<file path="config.mk">
export PLATFORM = sky130hd
export DESIGN_NAME = dmem_block_copier
export DESIGN_NICKNAME = d
export VERILOG_FILES = /design/src/rtl/dmem_block_copier_pkg.sv /design/src/rtl/dmem_copy_range_check.sv /design/src/rtl/dmem_block_copier.sv
export SDC_FILE = /design/constraint.sdc
export NUM_CORES = 1
export LEC_CHECK = 0
export ABC_CLOCK_PERIOD_IN_PS = 10900
export BUFFER_PORTS_ARGS = -buffer_cell sky130_fd_sc_hd__buf_2
export CAP_MARGIN = 30
export CORE_UTILIZATION = 55
export CTS_BUF_LIST = sky130_fd_sc_hd__clkbuf_8
export DETAILED_ROUTE_END_ITERATION = 12
export GPL_TIMING_DRIVEN = 0
export PLACE_DENSITY_LB_ADDON = 0.25
export SYNTH_ARGS = -nofsm -noshare
export SYNTH_HDL_FRONTEND = slang
export SYNTH_SLANG_ARGS = --single-unit
export TNS_END_PERCENT = 30
</file>
<file path="constraint.sdc">
create_clock -name clk -period 10.9 [get_ports clk]
set_clock_uncertainty 0.05 [all_clocks]
set_input_delay 1.09 -clock clk [delete_from_list [all_inputs] [get_ports clk]]
set_output_delay 1.09 -clock clk [all_outputs]
set_load 0.01 [all_outputs]
</file>
<file path="src/rtl/dmem_block_copier_pkg.sv">
// Shared constants for the data-memory block copier: FSM encoding and the
// memory geometry that both the copier's range check and the data memory use.
package dmem_block_copier_pkg;

  localparam int RAM_SIZE     = 256;
  localparam int RAM_SIZE_BIT = 8;

  localparam logic [2:0] ST_IDLE   = 3'd0;
  localparam logic [2:0] ST_READ   = 3'd1;
  localparam logic [2:0] ST_WRITE  = 3'd2;
  localparam logic [2:0] ST_FINISH = 3'd3;
  localparam logic [2:0] ST_FAULT  = 3'd4;

endpackage

</file>
<file path="src/rtl/dmem_copy_range_check.sv">
// Combinational request validation and copy-direction decision for the block
// copier; all sums are widened so they cannot wrap.
module dmem_copy_range_check #(
  parameter int RAM_SIZE = 256,
  parameter int CNT_W    = 16
) (
  input  logic [31:0]      src,
  input  logic [31:0]      dst,
  input  logic [CNT_W-1:0] count,
  output logic             fault,
  output logic             backward
);

  logic [33:0] src_end_idx;
  logic [33:0] dst_end_idx;
  logic [33:0] src_end_byte;
  logic        misaligned;
  logic        out_of_range;

  assign src_end_idx  = {4'b0, src[31:2]} + {{(34-CNT_W){1'b0}}, count};
  assign dst_end_idx  = {4'b0, dst[31:2]} + {{(34-CNT_W){1'b0}}, count};
  assign src_end_byte = {2'b0, src} + {{(32-CNT_W){1'b0}}, count, 2'b00};

  assign misaligned   = (src[1:0] != 2'b00) || (dst[1:0] != 2'b00);
  assign out_of_range = (src_end_idx > 34'(RAM_SIZE)) || (dst_end_idx > 34'(RAM_SIZE));
  assign fault        = misaligned || out_of_range;

  // Destination starting inside the source block must be copied top-down.
  assign backward = (dst > src) && ({2'b0, dst} < src_end_byte);

endmodule

</file>
<file path="src/rtl/dmem_block_copier.sv">
// Data-memory bus initiator that copies a block of words with memmove
// semantics, one read cycle followed by one write cycle per word.
module dmem_block_copier #(
  parameter int RAM_SIZE = dmem_block_copier_pkg::RAM_SIZE,
  parameter int CNT_W    = 16
) (
  input  logic             clk,
  input  logic             reset,
  input  logic             start,
  input  logic [31:0]      src_addr,
  input  logic [31:0]      dst_addr,
  input  logic [CNT_W-1:0] word_count,
  output logic             busy,
  output logic             done,
  output logic             error,
  output logic [31:0]      mem_address,
  output logic [31:0]      mem_write_data,
  input  logic [31:0]      mem_read_data,
  output logic             mem_read,
  output logic             mem_write
);
  import dmem_block_copier_pkg::*;

  logic [2:0]       state;
  logic [31:0]      src_ptr;
  logic [31:0]      dst_ptr;
  logic [31:0]      buffer;
  logic [CNT_W-1:0] remaining;
  logic             dir_backward;
  logic             fault;
  logic             backward;
  logic [31:0]      last_offset;

  dmem_copy_range_check #(
    .RAM_SIZE (RAM_SIZE),
    .CNT_W    (CNT_W)
  ) u_range_check (
    .src      (src_addr),
    .dst      (dst_addr),
    .count    (word_count),
    .fault    (fault),
    .backward (backward)
  );

  // Byte offset of the last word; only used when word_count is non-zero.
  assign last_offset = {{(30-CNT_W){1'b0}}, word_count, 2'b00} - 32'd4;

  always_ff @(posedge clk or posedge reset) begin
    if (reset) begin
      state        <= ST_IDLE;
      src_ptr      <= 32'd0;
      dst_ptr      <= 32'd0;
      buffer       <= 32'd0;
      remaining    <= '0;
      dir_backward <= 1'b0;
    end else begin
      case (state)
        ST_IDLE: begin
          if (start) begin
            if (fault) begin
              state <= ST_FAULT;
            end else if (word_count == '0) begin
              state <= ST_FINISH;
            end else begin
              remaining    <= word_count;
              dir_backward <= backward;
              src_ptr      <= backward ? src_addr + last_offset : src_addr;
              dst_ptr      <= backward ? dst_addr + last_offset : dst_addr;
              state        <= ST_READ;
            end
          end
        end
        ST_READ: begin
          buffer <= mem_read_data;
          state  <= ST_WRITE;
        end
        ST_WRITE: begin
          src_ptr   <= dir_backward ? src_ptr - 32'd4 : src_ptr + 32'd4;
          dst_ptr   <= dir_backward ? dst_ptr - 32'd4 : dst_ptr + 32'd4;
          remaining <= remaining - 1'b1;
          state     <= (remaining == {{(CNT_W-1){1'b0}}, 1'b1}) ? ST_FINISH : ST_READ;
        end
        ST_FINISH: state <= ST_IDLE;
        ST_FAULT:  state <= ST_IDLE;
        default:   state <= ST_IDLE;
      endcase
    end
  end

  assign busy           = (state == ST_READ) || (state == ST_WRITE);
  assign done           = (state == ST_FINISH);
  assign error          = (state == ST_FAULT);
  assign mem_read       = (state == ST_READ);
  assign mem_write      = (state == ST_WRITE);
  assign mem_address    = (state == ST_READ)  ? src_ptr :
                          (state == ST_WRITE) ? dst_ptr : 32'd0;
  assign mem_write_data = (state == ST_WRITE) ? buffer : 32'd0;

endmodule

</file>
### Yosys cells after proc, flatten, opt, wreduce, memory -nomap -nowiden

Cells that the tools add are included.

| operators by class | value |
|---|---|
| add/sub/neg operators | 11 |
| multiply operators | 0 |
| div/mod/pow operators | 0 |
| order comparisons | 4 |
| equality and inequality tests | 8 |
| shifts and indexed selects | 0 |
| muxes and demuxes | 24 |
| bitwise operators | 2 |
| reduce and logical (&&, ||, !) cells | 12 |

Operator list:

| kind | count |
|---|---|
| 32-bit two-way mux | 13 |
| 32-bit one-hot mux with 2 select lines | 2 |
| 34-bit by 9-bit > comparator with 1-bit output (second input constant) | 2 |
| 32-bit by 3-bit adder with 32-bit output (second input constant) | 2 |
| 32-bit adder | 2 |
| 32-bit by 3-bit subtractor with 32-bit output (second input constant) | 2 |
| 30-bit by 16-bit adder with 31-bit output | 2 |
| 16-bit two-way mux | 3 |
| 32-bit by 34-bit < comparator with 1-bit output | 1 |
| 32-bit by 18-bit adder with 33-bit output | 1 |
| 32-bit > comparator | 1 |
| 16-bit one-hot mux with 2 select lines | 1 |
| 18-bit by 3-bit subtractor with 19-bit output (second input constant) | 1 |
| 16-bit by 1-bit equality test with 1-bit output (second input constant) | 1 |
| 16-bit logical NOT | 1 |
| 16-bit by 1-bit subtractor with 16-bit output (second input constant) | 1 |
| 3-bit one-hot mux with 3 select lines | 1 |
| 4-bit AND reduction | 2 |
| 3-bit by 2-bit equality test with 1-bit output (second input constant) | 2 |
| 3-bit two-way mux | 2 |
| 2-bit != test (second input constant) | 3 |
| 2-bit nonzero test | 3 |
| 1-bit logical OR | 4 |
| 2-bit two-way mux | 2 |
| 5 further kinds | 6 |

| storage, ports and cells | value |
|---|---|
| register bits after elaboration | 116 |
| latch bits | 0 |
| bits in writable memories | 0 |
| ROM bits | 0 |
| input bits | 115 |
| output and inout bits | 69 |
| word-level logic and storage cells | 67 |
| memories | 0 |

### Depth between registers and ports, before layout

Gate-level depths: netlist (run 1).

| logic depth | value |
|---|---|
| word-level depth | 8 |
| mapped depth | 23 |
| depth with buffers taken out | 21 |

### Cells and area by module

A second synthesis (run 1) with hierarchy kept.

| second synthesis, totals | value |
|---|---|
| cells, all modules | 2032 |
| area total of the unflattened synthesis | 16268.1 µm² |

Modules (own cells, without submodules):

| module | times used | cells each | area an instance (µm²) | seq. area each (µm²) |
|---|---|---|---|---|
| dmem_block_copier | 1 | 1433 | 11946.5 | 2902.8 |
| dmem_copy_range_check | 1 | 599 | 4321.6 | 0.0 |

### Worst setup path before layout (run 1)

No wires, ideal clock.

| timing | value |
|---|---|
| kind | input-to-reg |
| start point | input port src_addr[2] |
| end point | register src_ptr[26] |
| arrival | 5.908 ns |
| data required time | 10.713 ns |
| path slack | 4.805 ns |
| stages | 21 |
| buffers on the path | 1 |
| cells stage by stage | ha_1 > fa_1 > a21o_1 > a221oi_2 > a211oi_2 > o311ai_4 > and2_1 > xnor2_1 > ha_1 > and4_1 > a211oi_1 > o221ai_1 > or2_2 > o221ai_1 > o211ai_1 > a2111oi_0 > o21ai_1 > a21oi_1 > buf_2 > mux2i_1 > o211ai_1 |

| on the way | value |
|---|---|
| longest elaborated chain between the ends | 8 |
| elaborated cells on any way between the ends | 16 |
| those cells by class | add/sub: 3; order compare: 3; eq/ne: 1; mux: 5; reduce/logical: 4 |

RTL lines:

| what | line | RTL |
|---|---|---|
| start, declared | dmem_block_copier.sv:10 | `input logic [31:0] src_addr,` |
| 32-bit by 18-bit adder with 33-bit output | dmem_copy_range_check.sv:22 | `assign src_end_byte = {2'b0, src} + {{(32-CNT_W){1'b0}}, count, 2'b00};` |
| 32-bit by 34-bit < comparator with 1-bit output | dmem_copy_range_check.sv:29 | `assign backward = (dst > src) && ({2'b0, dst} < src_end_byte);` |
| 1-bit logical AND | dmem_copy_range_check.sv:29 |  |
| 32-bit two-way mux | dmem_block_copier.sv:67 | `src_ptr <= backward ? src_addr + last_offset : src_addr;` |
| 32-bit two-way mux | dmem_block_copier.sv:62 | `end else if (word_count == '0) begin` |
| 32-bit two-way mux | dmem_block_copier.sv:60 | `if (fault) begin` |
| 32-bit two-way mux | dmem_block_copier.sv:59 | `if (start) begin` |
| 32-bit one-hot mux with 2 select lines | dmem_block_copier.sv:57 | `case (state)` |
| end signal, assigned | dmem_block_copier.sv:67 |  |
| end signal, assigned | dmem_block_copier.sv:78 | `src_ptr <= dir_backward ? src_ptr - 32'd4 : src_ptr + 32'd4;` |
| end, declared | dmem_block_copier.sv:25 | `logic [31:0] src_ptr;` |

Several ways; a longest one is shown, not always the timed one. The select of a mux whose other input is x is not followed.
A chain may end at the register's enable or synchronous reset.

### Worst setup path in the final report (run 1)

| timing | value |
|---|---|
| start point | input port word_count[0] |
| end point | register dst_ptr[3] |

| on the way | value |
|---|---|
| longest elaborated chain between the ends | 8 |
| elaborated cells on any way between the ends | 20 |
| those cells by class | add/sub: 5; order compare: 3; eq/ne: 2; mux: 5; reduce/logical: 5 |

RTL lines:

| what | line | RTL |
|---|---|---|
| start, declared | dmem_block_copier.sv:12 | `input logic [CNT_W-1:0] word_count,` |
| 32-bit by 18-bit adder with 33-bit output | dmem_copy_range_check.sv:22 |  |
| 32-bit by 34-bit < comparator with 1-bit output | dmem_copy_range_check.sv:29 |  |
| 1-bit logical AND | dmem_copy_range_check.sv:29 |  |
| 32-bit two-way mux | dmem_block_copier.sv:68 | `dst_ptr <= backward ? dst_addr + last_offset : dst_addr;` |
| 32-bit two-way mux | dmem_block_copier.sv:62 |  |
| 32-bit two-way mux | dmem_block_copier.sv:60 |  |
| 32-bit two-way mux | dmem_block_copier.sv:59 |  |
| 32-bit one-hot mux with 2 select lines | dmem_block_copier.sv:57 |  |
| end signal, assigned | dmem_block_copier.sv:68 |  |
| end signal, assigned | dmem_block_copier.sv:79 | `dst_ptr <= dir_backward ? dst_ptr - 32'd4 : dst_ptr + 32'd4;` |
| end, declared | dmem_block_copier.sv:26 | `logic [31:0] dst_ptr;` |

Several ways; a longest one is shown, not always the timed one. The select of a mux whose other input is x is not followed.

==> impl_metrics.toml, run 1 <==
[synth]
yosysWarnings = 0
syn_avg_cell_area_um2 = 8.12
synth_xor_area_share_pct = 7.02
seq_area_frac_synth_pct = 17.7
yosys.cell_types.count = 98
synth-seq-cells = 116
ys.flop_type = "dfrtp_1"
synth_mux_area_share_pct = 4.63
synth_top_family_by_area = "compound AO/OA/AOI/OAI gates"
synth_nets = 2356
synth-simple-area-share_pct = 18.7
synthArstFlopShare_pct = 100
synthCells = 2025
synthAdderAreaFrac_pct = 16.7
synth-edff-count = 0
syn-cell-area_mm2 = 0.0164
synth_compound_area_share_pct = 31.2

[clocking]
cts_root_buf = "clkbuf_8"
cts_hold_buffers = 0
cts.sinks = 116
cts_tree = "built"
cts-buffers-inserted = 17
ctsResizeCount = 0
path_clk_slew_ns = 0.09
clockBufferDepth = 2
cts_max_level = 4
post_cts_buffers = 0
clkLatencyLatePin_ns = 0.47

[sta]
setup_violations = 0
hold_slack_ns = 0.446
finalHoldViolations = 0
slew-limit-headroom_pct = 33.6
finalMaxSlewViolations = 0
grt_setup_unrepaired = "no"
fmax_mhz = 133
layout_min_cycle_time_ns = 7.53
post-route-period-util_pct = 69.1
tns_ns = 0
worst_slew_pin_slew_ns = 0.987

[setup_path]
max_stage_delay_ns = 0.77
cp_num_buf_inv = 2
critPathKind = "in -> reg"
setup.worst_path.start = "word_count[0]"
startpoint_type = "primary input"
path_cells = "buf_2 -> ha_1 -> fa_1 -> a21o_1 -> a221oi_2 -> a211oi_2 -> o311ai_4 -> and2_1 -> nor3_1 -> xnor2_1 -> ha_1 -> and3_1 -> and3_1 -> o221ai_1 -> a21oi_1 -> o221ai_1 -> o211ai_1 -> a2111oi_0 -> o21ai_1 -> a21oi_1 -> clkbuf_1 -> a211oi_1 -> o22ai_1"
cp.required_ns = 11.17
arrival_ns = 7.80
cpMaxStageDelayCell = "o21ai_1"
r2r_start = "dir_backward"
cp_max_fo = 10
cp-end-kind = "flip-flop"
cp_top_family = "compound AO/OA/AOI/OAI gates"

[global_routing]
grt_pass1_wl_um = 91300
grt.total_usage_pct = 38.2
antenna_found_initial = 1
grt_max_degree = 70
overflow = 0
grt_pass1_vias = 16600

[floorplan]
fp.dieW_um = 175
ios = 184
die_h_um = 175
core_mm2 = 0.0291
start_util_pct = 56.5
die-area_mm2 = 0.0306
floorplan.rows = 62

[final_layout]
drive_above_1_share_pct = 14.8
nets = 2562
final.fill_count = 2638
area_growth_pct = 11.6
register_area_mm2 = 0.00290
diodes = 0
final_area_mm2 = 0.0183
multi_input_comb_area_mm2 = 0.0129

[flow_run]
cap_violations = 0

[placed_design]
placedInstanceArea_mm2 = 0.0179
place_congestion = 0.996
place.detailed.hpwl_um = 47700
numPortBuffers = 183

[detailed_routing]
drtPass1Iterations = 6
drc = 0
via_per_inst = 6.74
ant_nets = 0
vias = 17700
drtIter0Drc = 1636
detail_route.wl_per_cell_um = 22.5
drt_wl_total_um = 59200

[pwr]
power_density_mw_per_mm2 = 75.2
leakage_nw = 8.33
ir_drop_uv = 69.1

[min_path]
hp-start = "state[0]"
hp-class = "reg -> reg"

[outcome]
status = "complete, no violations"
==> kinds of logic after synthesis <==
kind of cell,after synthesis
AOI/OAI and AO/OA,741
and+or+nand+nor,581
adders and majority gates,216
buffers and inverters,169
xor gates and xnor gates,131
DFF,116
muxes,71
==> cell usage in the layout (no fill, tap or decap), types with 18 or more instances in the layout <==
cell	instances
a22o_1	30
a211oi_1	90
a21o_1	70
or3_1	21
nand3_1	50
buf_2	197
nand2_1	106
mux2_2	39
nor4_1	18
nor2_1	113
mux2i_1	31
nor3_1	58
dfrtp_1	115
o211ai_1	23
nand4_1	28
clkbuf_1	62
o31ai_1	20
a21oi_1	152
o21a_1	44
ha_1	210
xor2_1	53
nor2b_1	22
and2_1	22
o22ai_1	27
inv_1	86
a31oi_1	20
o21ai_0	121
xnor2_1	77
and3_1	57
nand2b_1	25
==> Yosys cell counts, drive strengths merged, types with 9 or more instances <==
cell type / number / area, um2
ha: 210 / 2630
a21oi: 153 / 777
o21ai: 128 / 644
dfrtp: 116 / 2900
nor2: 113 / 424
nand2: 106 / 398
a211oi: 93 / 721
inv: 87 / 327
xnor2: 78 / 691
a21o: 70 / 526
clkbuf: 62 / 233
nor3: 60 / 310
and3: 57 / 357
xor2: 53 / 464
nand3: 51 / 260
o21a: 44 / 330
mux2: 40 / 450
a22o: 31 / 273
mux2i: 31 / 310
nand4: 29 / 188
o22ai: 27 / 169
nand2b: 25 / 156
o211ai: 25 / 198
or3: 23 / 154
and2: 22 / 138
nor2b: 22 / 138
a31oi: 20 / 125
buf: 20 / 111
o31ai: 20 / 150
nor4: 19 / 134
or2: 17 / 109
a211o: 14 / 123
o221ai: 14 / 123
o21bai: 12 / 90.1
o221a: 9 / 101
==> state kept, by name, indices dropped and copies added, names as in the netlist <==
name,count
remaining,16
dst_ptr,32
state,3
dir_backward,1
src_ptr,32
buffer,32
==> worst register-to-register path: stages, from the launching register on <==
cell,delay (ns)
dfrtp_2,0.63
buf_12,0.30
ha_1,0.34
a21o_1,0.19
a21oi_1,0.20
o21ai_0,0.25
nor4_1,0.57
o31ai_1,0.24
a2111oi_0,0.63
o31ai_1,0.24
o41ai_1,0.38
xor2_1,0.13
a211oi_1,0.25
==> layout make-up <==
type | count | area share [%]
inverter | 87 | 1.81
multi-input combinational | 1740 | 70.2
clock buffer | 17 | 1.28
buffer | 82 | 1.88
tap | 384 | 2.62
sequential | 116 | 15.8
clock inverter | 15 | 0.996
timing repair buffer | 187 | 5.44
==> metrics by stage <==
stage               std cells  worst slack, ns  utilization [%]  power [mW]
floorplan                2025             4.80                -       0.779
global placement         2592             2.87             61.3       0.923
detailed placement       2596             3.19             61.6       0.937
CTS                      2628             3.63             63.1        1.36
global route             2628             2.99             63.1        1.44
finish                   2628             3.37             63.1        1.38
==> metal layers <==
layer	share of wire, %	GRT usage [%]	up-vias
met2	46	62.1	880
li1	-	-	8208
met5	0	0	-
met3	8.8	4.85	166
met1	42	50.8	8450
met4	4.0	16.4	0
==> path summary, 6_finish.rpt <==
check                               to  slack (ns)  cells past startpoint
min                           state[0]        0.45                      1
min in group asynchronous    buffer[9]        0.58                      2
min reg2reg                   state[0]        0.45                      1
max                         dst_ptr[3]        3.37                     23
max in group asynchronous  src_ptr[19]        9.49                      3
max reg2reg                dst_ptr[30]        6.40                     12
==> report_power, final <==
group / internal, mW / switching (mW)
combinational: 0.193 / 0.313
clock: 0.214 / 0.222
sequential: 0.436 / 0.00272
total: 0.843 / 0.537
Power figures use the tool's default switching activity.
==> inputs of run 2 (changes only) <==
--- a/config.mk
+++ b/config.mk
@@ -5,7 +5,7 @@
 export SDC_FILE = /design/constraint.sdc
 export NUM_CORES = 1
 export LEC_CHECK = 0
-export ABC_CLOCK_PERIOD_IN_PS = 10900
+export ABC_CLOCK_PERIOD_IN_PS = 6200
 export BUFFER_PORTS_ARGS = -buffer_cell sky130_fd_sc_hd__buf_2
 export CAP_MARGIN = 30
 export CORE_UTILIZATION = 55
==> constraint.sdc (replaced) <==
create_clock -name clk -period 6.2 [get_ports clk]
set_clock_uncertainty 0.05 [all_clocks]
set_input_delay 0.62 -clock clk [delete_from_list [all_inputs] [get_ports clk]]
set_output_delay 0.62 -clock clk [all_outputs]
set_load 0.01 [all_outputs]
==> impl_metrics.toml, run 2 (synthesis gave the netlist of run 1 again) <==
[clocking]
clkLatencyLatePin_ns = 0.47
path_clk_slew_ns = 0.09
cts_root_buf = "clkbuf_8"
cts.sinks = 116
cts_max_level = 4
cts-buffers-inserted = 17
clockBufferDepth = 2
cts_tree = "built"

[placed_design]
placedInstanceArea_mm2 = 0.0179
place_congestion = 0.996
place.detailed.hpwl_um = 47700
numPortBuffers = 183
dp_slack_ns = -1.04

[setup_path]
startpoint_type = "primary input"
cp.required_ns = 6.47
cp_num_buf_inv = 2
cp_max_fo = 10
arrival_ns = 6.30
critPathKind = "in -> reg"
cp-end-kind = "flip-flop"
path_cells = "buf_2 -> ha_1 -> fa_1 -> a21o_1 -> a221oi_4 -> a211oi_2 -> o311ai_4 -> and2_4 -> nor3_1 -> xnor2_1 -> ha_1 -> and3_1 -> and3_1 -> o221ai_1 -> a21oi_2 -> o221ai_1 -> o211ai_1 -> a2111oi_4 -> o21ai_4 -> a21oi_4 -> buf_2 -> a211oi_1 -> o22ai_1"
r2r_slack_ns = 1.71
max_stage_delay_ns = 0.51
cp_top_family = "compound AO/OA/AOI/OAI gates"
cpMaxStageDelayCell = "a211oi_1"

[sta]
worst_slew_pin_slew_ns = 1.21
fmax_mhz = 166
post-route-period-util_pct = 97.2
grt_setup_unrepaired = "yes"
setup_slack_ns = 0.173
slew-limit-headroom_pct = 19.1
hold_slack_ns = 0.115
setup_violations = 0
layout_min_cycle_time_ns = 6.03
finalMaxSlewViolations = 0
finalHoldViolations = 0

[final_layout]
layout_commonest_cell = "ha_1"
reg_top3 = "buffer x32, dst_ptr x32, src_ptr x32"
final_area_mm2 = 0.0187
area_growth_pct = 13.9
drive_above_1_share_pct = 16.7
nets = 2562
final_cell_mix = "ha_1, buf_2, a21oi_1"

[flow_run]
cap_violations = 0

[global_routing]
antenna_found_initial = 1
grt.total_usage_pct = 38.3
grt_pass1_wl_um = 91500
overflow = 0
grt_pass1_vias = 16700
grt_max_degree = 70

[floorplan]
fp.dieW_um = 175
die-area_mm2 = 0.0306
core_mm2 = 0.0291
floorplan.rows = 62
ios = 184
die_h_um = 175
start_util_pct = 56.5

[pwr]
leakage_nw = 8.37
design_power_total_mw = 2.48
ir_drop_uv = 121
power_density_mw_per_mm2 = 132

[detailed_routing]
drtIter0Drc = 1769
drc = 0
ant_nets = 0
drtPass1Iterations = 6
vias = 17800
via_per_inst = 6.78
drt_wl_total_um = 59500
detail_route.wl_per_cell_um = 22.6

[outcome]
status = "complete, no violations"

[min_path]
hp-class = "in -> async"
==> run 2: worst paths after layout <==
path,start,endpoint,cells past startpoint
min in group clk,mem_read_data[21],buffer[21],2
setup / recovery,word_count[0],src_ptr[3],23
max in group asynchronous,reset,src_ptr[19],3
hold / removal,reset,buffer[9],2
setup reg to reg,dir_backward,dst_ptr[30],12
hold reg to reg,src_ptr[0],src_ptr[0],1
==> run 2: report_power, final <==
| part | internal [mW] | switching, mW | total, mW |
|---|---|---|---|
| Combinational | 0.359 | 0.582 | 0.942 |
| Sequential | 0.766 | 0.00474 | 0.771 |
| Clock | 0.376 | 0.391 | 0.767 |
==> run 2: area by class of cell <==
cell class | count | area [um2]
clock buffer | 17 | 234
inverter | 87 | 332
antenna | 1 | 2.50
timing repair buffer | 188 | 1010
fill | 2587 | 10400
clock inverter | 15 | 183
tap | 384 | 480
buffer | 81 | 369
multi-input combinational | 1740 | 13200
sequential | 116 | 2900
==> run 2: metal layers <==
| metal | GRT usage (%) | wire, um | part of all wire, % | vias up |
|---|---|---|---|---|
| met2 | 62.3 | 27400 | 46 | 945 |
| met5 | 0 | 0 | 0 | - |
| met3 | 6.03 | 5860 | 9.8 | 153 |
| met4 | 16.5 | 2380 | 4.0 | 0 |
| met1 | 50.1 | 23900 | 40 | 8527 |
| li1 | - | - | - | 8189 |
==> run 2: through the flow <==
step	instances	TNS, ns	utilization [%]
after detailed placement	2596	-49.73	61.6
after floorplan	2025	0	-
final	2629	0	64.4
after global routing	2628	-0.0631	64.4
after global placement	2592	-50.28	61.3
after CTS	2627	0	63.5
==> run 2: what timing repair did <==
item	in CTS	in global routing
gates resized for setup	33	46
setup buffers	0	1
hold buffers	0	0
pin swaps	2	6
endpoints found under the setup margin	57	61
==> inputs of run 3 (changes only) <==
--- a/config.mk
+++ b/config.mk
@@ -13,6 +13,7 @@
 export DETAILED_ROUTE_END_ITERATION = 12
 export GPL_TIMING_DRIVEN = 0
 export PLACE_DENSITY_LB_ADDON = 0.25
+export SETUP_SLACK_MARGIN = 0.2
 export SYNTH_ARGS = -nofsm -noshare
 export SYNTH_HDL_FRONTEND = slang
 export SYNTH_SLANG_ARGS = --single-unit
==> impl_metrics.toml, run 3 (synthesis gave the netlist of run 1 again) <==
[outcome]
status = "complete, no violations"

[setup_path]
critPathKind = "in -> reg"
cp_max_fo = 10
cpMaxStageDelayCell = "a211oi_2"
cp.required_ns = 6.47
cp_common_cell = "buf_2"
cp_num_buf_inv = 5
path_cells = "buf_2 -> ha_1 -> buf_2 -> and3_1 -> nand4_1 -> a211oi_4 -> o311ai_4 -> buf_6 -> a211oi_4 -> xnor2_1 -> ha_1 -> and3_1 -> and3_2 -> o221ai_1 -> a21oi_2 -> o221ai_1 -> o211ai_1 -> a2111oi_4 -> buf_4 -> o21ai_4 -> buf_2 -> a211oi_1 -> a211oi_2 -> o31ai_1"
startpoint_type = "primary input"
cp_top_family = "compound AO/OA/AOI/OAI gates"
arrival_ns = 6.07
max_stage_delay_ns = 0.43
cp-end-kind = "flip-flop"

[sta]
fmax_mhz = 172
slew-limit-headroom_pct = 15.8
grt_setup_unrepaired = "yes"
setup_violations = 0
finalHoldViolations = 0
layout_min_cycle_time_ns = 5.81
finalMaxSlewViolations = 0
worst_slew_pin_slew_ns = 1.26
post-route-period-util_pct = 93.6

[global_routing]
grt_pass1_vias = 16700
grt.total_usage_pct = 38.3
antenna_found_initial = 0
met1_usage_pct = 50.7
gr-usage-met2_pct = 62.2
grt_max_degree = 70
gr-usage-met3_pct = 5.22
grt_pass1_wl_um = 91500
overflow = 0
grt-busiest-layer = "met2"

[pwr]
power_density_mw_per_mm2 = 132
leakage_nw = 8.43
design_power_total_mw = 2.51
ir_drop_uv = 122

[placed_design]
place.detailed.hpwl_um = 47700
placedCellCount = 2596
placedInstanceArea_mm2 = 0.0179
numPortBuffers = 183
place_congestion = 0.996

[detailed_routing]
vias = 17900
ant_nets = 0
drtPass1Iterations = 5
via_per_inst = 6.79
detail_route.wl_per_cell_um = 22.8
drtIter0Drc = 1789
drt_wl_total_um = 60200
drc = 0

[clocking]
clockBufferDepth = 2
cts_root_buf = "clkbuf_8"
cts-buffers-inserted = 17
path_clk_slew_ns = 0.10
cts.sinks = 116
clkLatencyLatePin_ns = 0.47
cts_tree = "built"
cts_max_level = 4

[floorplan]
core_mm2 = 0.0291
fp.dieW_um = 175
floorplan.rows = 62
start_util_pct = 56.5
die-area_mm2 = 0.0306
ios = 184
die_h_um = 175

[final_layout]
nets = 2571
fin_cells = 2637
layout_commonest_cell = "ha_1"
reg_top3 = "buffer x32, dst_ptr x32, src_ptr x32"
drive_above_1_share_pct = 17.4
final_cell_mix = "ha_1, buf_2, a21oi_1"
fin_util_pct = 65.1
diodes = 0
area_growth_pct = 15.1
final_area_mm2 = 0.0189

[min_path]
hp-class = "in -> async"

[flow_run]
cap_violations = 0
-- run 3: changes by cell type in the layout (fill, tap and decap cells not counted), sizes merged --
cell / before / now
buf: 212 / 219
o21ai: 128 / 129
diode: 1 / 0
clkbuf: 74 / 75
-- run 3: area by class of cell --
type                            count  area [um2]
Sequential cell                   116        2900
Multi-Input combinational cell   1741       13300
Buffer                             81         395
Timing Repair Buffer              196        1100
Inverter                           87         332
Fill cell                        2559       10200
Clock inverter                     15         183
Tap cell                          384         480
Clock buffer                       17         234
-- run 3: per-stage QoR --
| stage | setup slack [ns] | TNS (ns) | hold slack, ns |
|---|---|---|---|
| 2_1_floorplan | 0.575 | 0 | 0.404 |
| 3_3_place_gp | -1.36 | -50.28 | 0.419 |
| 3_5_place_dp | -1.04 | -49.73 | 0.423 |
| 4_1_cts | 0.206 | 0 | 0.124 |
| 5_1_grt | 0.179 | 0 | 0.138 |
| 6_report | 0.394 | 0 | 0.109 |
-- run 3: repair_timing --
action | CTS | global route
hold buffers | 0 | 0
resized for setup | 57 | 46
hold endpoints to repair | 0 | 0
buffers inserted | 0 | 7
pin swaps | 2 | 11
gates cloned | 0 | 2
endpoints found under the setup margin | 61 | 61
-- run 3: power breakdown --
group	internal (mW)	switching [mW]	total, mW	leakage, nW
combinational	0.376	0.595	0.971	6.88
sequential	0.766	0.00470	0.771	1.34
clock	0.376	0.390	0.766	0.210
-- run 3: path summary, 6_finish.rpt --
kind                       cells after the start  slack, ns     endpoint              start
max                                           24       0.39   dst_ptr[6]     word_count[13]
min                                            2       0.11    buffer[9]              reset
max reg2reg                                   13       1.69  src_ptr[31]       dir_backward
min reg2reg                                    1       0.45     state[0]           state[0]
max in group asynchronous                      3       5.26  src_ptr[22]              reset
min in group clk                               2       0.33   buffer[21]  mem_read_data[21]
-- run 3: routing by layer --
metal,share of wire [%],wire length [um],vias up
met5,0,0,-
met4,4.1,2450,0
met3,9.5,5720,161
met2,46,27600,903
met1,41,24500,8617
li1,-,-,8212
